## config.mk

```make
export PLATFORM = sky130hd
export DESIGN_NAME = msk_share_serializer
export DESIGN_NICKNAME = d
export VERILOG_FILES = /design/src/rtl/msk_share_serializer.sv
export SDC_FILE = /design/constraint.sdc
export NUM_CORES = 1
export LEC_CHECK = 0
export BUFFER_PORTS_ARGS = -buffer_cell sky130_fd_sc_hd__buf_2
export CAP_MARGIN = 10
export CORE_AREA = 2 2 39 41
export CTS_CLUSTER_DIAMETER = 120
export DETAILED_ROUTE_END_ITERATION = 8
export DIE_AREA = 0 0 41 43
export PLACE_DENSITY = 0.48
export SLEW_MARGIN = 5
export SYNTH_ARGS = -nofsm -noshare
export SYNTH_HDL_FRONTEND = slang
export SYNTH_SLANG_ARGS = --single-unit
export TNS_END_PERCENT = 20
```

## constraint.sdc

```tcl
create_clock -name clk -period 2.05 [get_ports clk]
set_input_delay 0.1025 -clock clk [delete_from_list [all_inputs] [get_ports clk]]
set_output_delay 0.1025 -clock clk [all_outputs]
set_load 0.02 [all_outputs]
```

## src/rtl/msk_share_serializer.sv

```systemverilog
// Streams one masked sharing out one share-slice per handshake, share 0 first.
// Shares are only ever moved as whole slices; sent positions are zero-filled.
module msk_share_serializer #(
   parameter int unsigned d     = 2,
   parameter int unsigned count = 1,
   localparam int unsigned IW   = (d > 1) ? $clog2(d) : 1
) (
   input  logic                 clk,
   input  logic                 rst_n,
   input  logic [count*d-1:0]   in_data,
   input  logic                 in_valid,
   output logic                 in_ready,
   output logic [count-1:0]     out_share,
   output logic [IW-1:0]        out_idx,
   output logic                 out_last,
   output logic                 out_valid,
   input  logic                 out_ready
);

   localparam int unsigned W        = count * d;
   localparam logic [IW-1:0] LAST_IDX = IW'(d - 1);

   typedef enum logic {IDLE, SEND} state_e;

   state_e          state_q, state_d;
   logic [W-1:0]    share_buf, share_buf_d;
   logic [IW-1:0]   idx_q, idx_d;
   logic            in_ready_q, in_ready_d;
   logic            out_valid_q, out_valid_d;
   logic            out_last_q, out_last_d;

   // State, shift buffer and output flags
   always_ff @(posedge clk or negedge rst_n) begin
      if (!rst_n) begin
         state_q     <= IDLE;
         share_buf   <= '0;
         idx_q       <= '0;
         in_ready_q  <= 1'b1;
         out_valid_q <= 1'b0;
         out_last_q  <= 1'b0;
      end else begin
         state_q     <= state_d;
         share_buf   <= share_buf_d;
         idx_q       <= idx_d;
         in_ready_q  <= in_ready_d;
         out_valid_q <= out_valid_d;
         out_last_q  <= out_last_d;
      end
   end

   // Next state; flags are precomputed so every output comes straight off a flop
   always_comb begin
      state_d     = state_q;
      share_buf_d = share_buf;
      idx_d       = idx_q;
      in_ready_d  = 1'b0;
      out_valid_d = 1'b0;
      out_last_d  = 1'b0;

      case (state_q)
         IDLE: begin
            if (in_valid) begin
               share_buf_d = in_data;
               idx_d       = '0;
               state_d     = SEND;
            end
         end
         SEND: begin
            if (out_ready) begin
               if (idx_q == LAST_IDX) begin
                  share_buf_d = '0;
                  idx_d       = '0;
                  state_d     = IDLE;
               end else begin
                  share_buf_d = share_buf >> count;
                  idx_d       = idx_q + IW'(1);
               end
            end
         end
         default: begin
            share_buf_d = '0;
            idx_d       = '0;
            state_d     = IDLE;
         end
      endcase

      in_ready_d  = (state_d == IDLE);
      out_valid_d = (state_d == SEND);
      out_last_d  = (state_d == SEND) && (idx_d == LAST_IDX);
   end

   assign in_ready  = in_ready_q;
   assign out_valid = out_valid_q;
   assign out_last  = out_last_q;
   assign out_share = share_buf[count-1:0];
   assign out_idx   = idx_q;

endmodule
```

==> metrics.txt <==
outcome finished clean; number of buffers inserted during clock tree synthesis 3; Total Die Area between 1500 and 2000 sq um; number of antenna violations at the first check in global routing 0; number of standard cells after synthesis 24; max frequency roughly 950 MHz; slowest cell on the critical path sky130_fd_sc_hd__dfrtp_1; remaining antenna violation count after routing 0; critical register-to-register path startpoint out_idx; reg2reg path depth 3; Post-Syn Nets 32; most common cell in the netlist sky130_fd_sc_hd__dfrtp_1; fraction of layout instances using a drive strength above 1 approximately two fifths; biggest area contributors in the synthesized netlist sky130_fd_sc_hd__dfrtp_1, sky130_fd_sc_hd__dfstp_2, sky130_fd_sc_hd__ha_1; detailed-route via count 218; type of the worst min-delay path in2reg; hold path startpoint in_data[0]; detailed-router iteration count before antenna repair 3; Post CTS Setup Buffer Count 0; number of synthesis warnings 0; Final #Nets 47; slew of the pin with the lowest slew margin 0.2632 ns; crit path capture type primary output; kind of cell with the highest combined delay on the critical path flip-flops; TritonCTS clock tree yes; CTS root buf sky130_fd_sc_hd__clkbuf_4; maximum count of clock buffers along a single path 2; DP HPWL around 360 microns; count of non-filler cells in the finished layout 54; Leak 0.1852 nW; PortBufs 10; wire length of the first global-routing pass about 860 microns; max-slew violations 0; setup repair after global routing missed its margin no; Worst R2R End out_idx; total grt overflow 0; top-level I/O count 11; mean instance size in the synthesized netlist ~11 sq um; Slew headroom between 80 and 90%; Die H 43 microns; WP data arrival about 0.95 ns; leading post-synthesis cells by instance count sky130_fd_sc_hd__dfrtp_1, sky130_fd_sc_hd__nand2_1, sky130_fd_sc_hd__ha_1, sky130_fd_sc_hd__nand3b_1, sky130_fd_sc_hd__nor2_1; worst skew pair latency roughly 0.25 ns; Min Clock Period, post-route 1.052 ns; number of instances on the worst hold path 3; setup slack on the worst flop-to-flop path 1.06 ns; crit path buf inv count 1; number of flops mapped to enable cells by yosys 0; pin count of the biggest net entering global routing 10; dominant synthesized flop cell sky130_fd_sc_hd__dfrtp_1; count of H-tree levels built during CTS 1; IR Drop Worst-Case VDD 0.4933 mV; final sum of negative setup slack 0 ns; register bit total from synthesis 6; overall routing resource usage just under 9%; post-route total power between 0.0005 and 0.0006 W; clock sink count 6; Slowest Stage Delay on Critical Path approximately 0.48 ns; post-detailed-route wirelength per cell slightly above 10 microns; Final period util about half; number of placed cells counting well taps 49; Hold WS between 0.15 and 0.2 ns; total setup violations reported at the end of the flow 0; post-synthesis cell area ~270 sq um; post-synthesis async set-or-reset flop share 100.0%; Crit Path Category reg2out; post-synth top area share a little under half; post-synthesis cell type with the largest combined area sky130_fd_sc_hd__dfrtp_1; Iteration-0 DRC Markers 7; drt drc 0; end point of the worst hold path share_buf[0]; number of global-route vias before repair roughly 190; maximum fanout along the worst path 9; wirelength, routed approximately 560 microns; CP startpoint kind register; clk_skew ~0.0027 ns; power density over cell area 1465 nW/um^2; clock transition at the register clock pins on the worst setup and hold paths after CTS 0.05 ns; final RePlAce weighted congestion between 0.6 and 0.7; cell-by-cell listing of the critical path buf_2; detailed-route vias per instance around 4; Layout Area Growth over Synthesis 37.50%; required time at the endpoint of the critical path 1.95 ns; number of diodes 0; hold violation total from the final report 0; cell row count 14; effective utilization at floorplan about a fifth; die width between 40 and 50 microns; max-cap check violation count 0; Seq/Total Area, Yosys ~56%; count of cell types in the netlist 15; count of cells resized by post-cts repair 0; cts-stage hold buffer count 1; area inside the core boundary 1384 sq um
==> routing by layer <==
layer  GRT usage (%)  part of all wire (%)  wire (microns)
met2           7.500                    31             174
met3           6.283                   9.3              52
met5               0                     0               0
met4           10.00                   1.6               9
met1           11.48                    58             321
==> where the power goes <==
part	total, W	switching, W	leakage (nW)	internal, W
combinational	0.000194	0.000116	0.0987	0.0000782
clock	0.000121	0.0000474	0.0150	0.0000740
sequential	0.000229	0.0000517	0.0715	0.000177
==> cell usage in the layout, fill, tap and decap left out <==
cell type / synthesis / final
sky130_fd_sc_hd__a21oi_1: 1 / 1
sky130_fd_sc_hd__clkbuf_1: 0 / 1
sky130_fd_sc_hd__dfrtp_1: 5 / 5
sky130_fd_sc_hd__a31oi_1: 1 / 1
sky130_fd_sc_hd__a21o_2: 1 / 1
sky130_fd_sc_hd__ha_1: 2 / 2
sky130_fd_sc_hd__nor2b_1: 1 / 1
sky130_fd_sc_hd__nand2_1: 3 / 3
sky130_fd_sc_hd__a211oi_1: 1 / 1
sky130_fd_sc_hd__dlygate4sd3_1: 0 / 1
sky130_fd_sc_hd__nand3b_1: 2 / 2
sky130_fd_sc_hd__nand2b_1: 1 / 1
sky130_fd_sc_hd__nor2_1: 2 / 2
sky130_fd_sc_hd__o21ai_0: 1 / 1
sky130_fd_sc_hd__buf_2: 0 / 10
sky130_fd_sc_hd__clkbuf_4: 0 / 3
sky130_fd_sc_hd__mux2i_1: 1 / 1
sky130_fd_sc_hd__dfstp_2: 1 / 1
==> registers in the layout, summed over array words and instances, names as in the netlist <==
name       count
share_buf      2
out_idx        1
out_valid      1
in_ready       1
out_last       1
==> through the flow <==
| stage | setup WS, ns | instance area (sq um) | util [%] |
|---|---|---|---|
| floorplan | 1.039 | 270.3 | - |
| global placement | 1.090 | 335.3 | 24.23 |
| detailed placement | 1.090 | 335.3 | 24.23 |
| CTS | 0.9893 | 371.6 | 26.85 |
| global route | 0.9373 | 371.6 | 26.85 |
| finish | 0.9975 | 371.6 | 26.85 |
==> area by class of cell <==
class | count | area, sq um
Multi-Input combinational cell | 17 | 113.9
Tap cell | 16 | 20.02
Timing Repair Buffer | 11 | 60.06
Sequential cell | 6 | 151.4
Fill cell | 143 | 1012
Clock buffer | 4 | 26.28
==> cell families after synthesis <==
logic type | count (synthesis) | share of synthesized area [%]
DFF | 6 | 56.02
AOI/OAI and AO/OA | 5 | 12.04
muxes | 1 | 3.704
buffers and inverters | 1 | 1.850
and+or+nand+nor | 9 | 17.13
adders and majority gates | 2 | 9.258
==> worst max path at each step <==
stage | cells past startpoint | slack [ns] | from | end
2_1_floorplan | 3 | 1.04 | out_idx | out_idx
3_3_place_gp | 3 | 1.09 | out_idx | out_last
3_5_place_dp | 3 | 1.09 | out_idx | out_idx
4_1_cts | 1 | 0.99 | out_valid | out_valid
5_1_grt | 1 | 0.94 | out_valid | out_valid
6_report | 1 | 1.0 | out_valid | out_valid
Note: power is estimated with default switching activity, not from simulation.
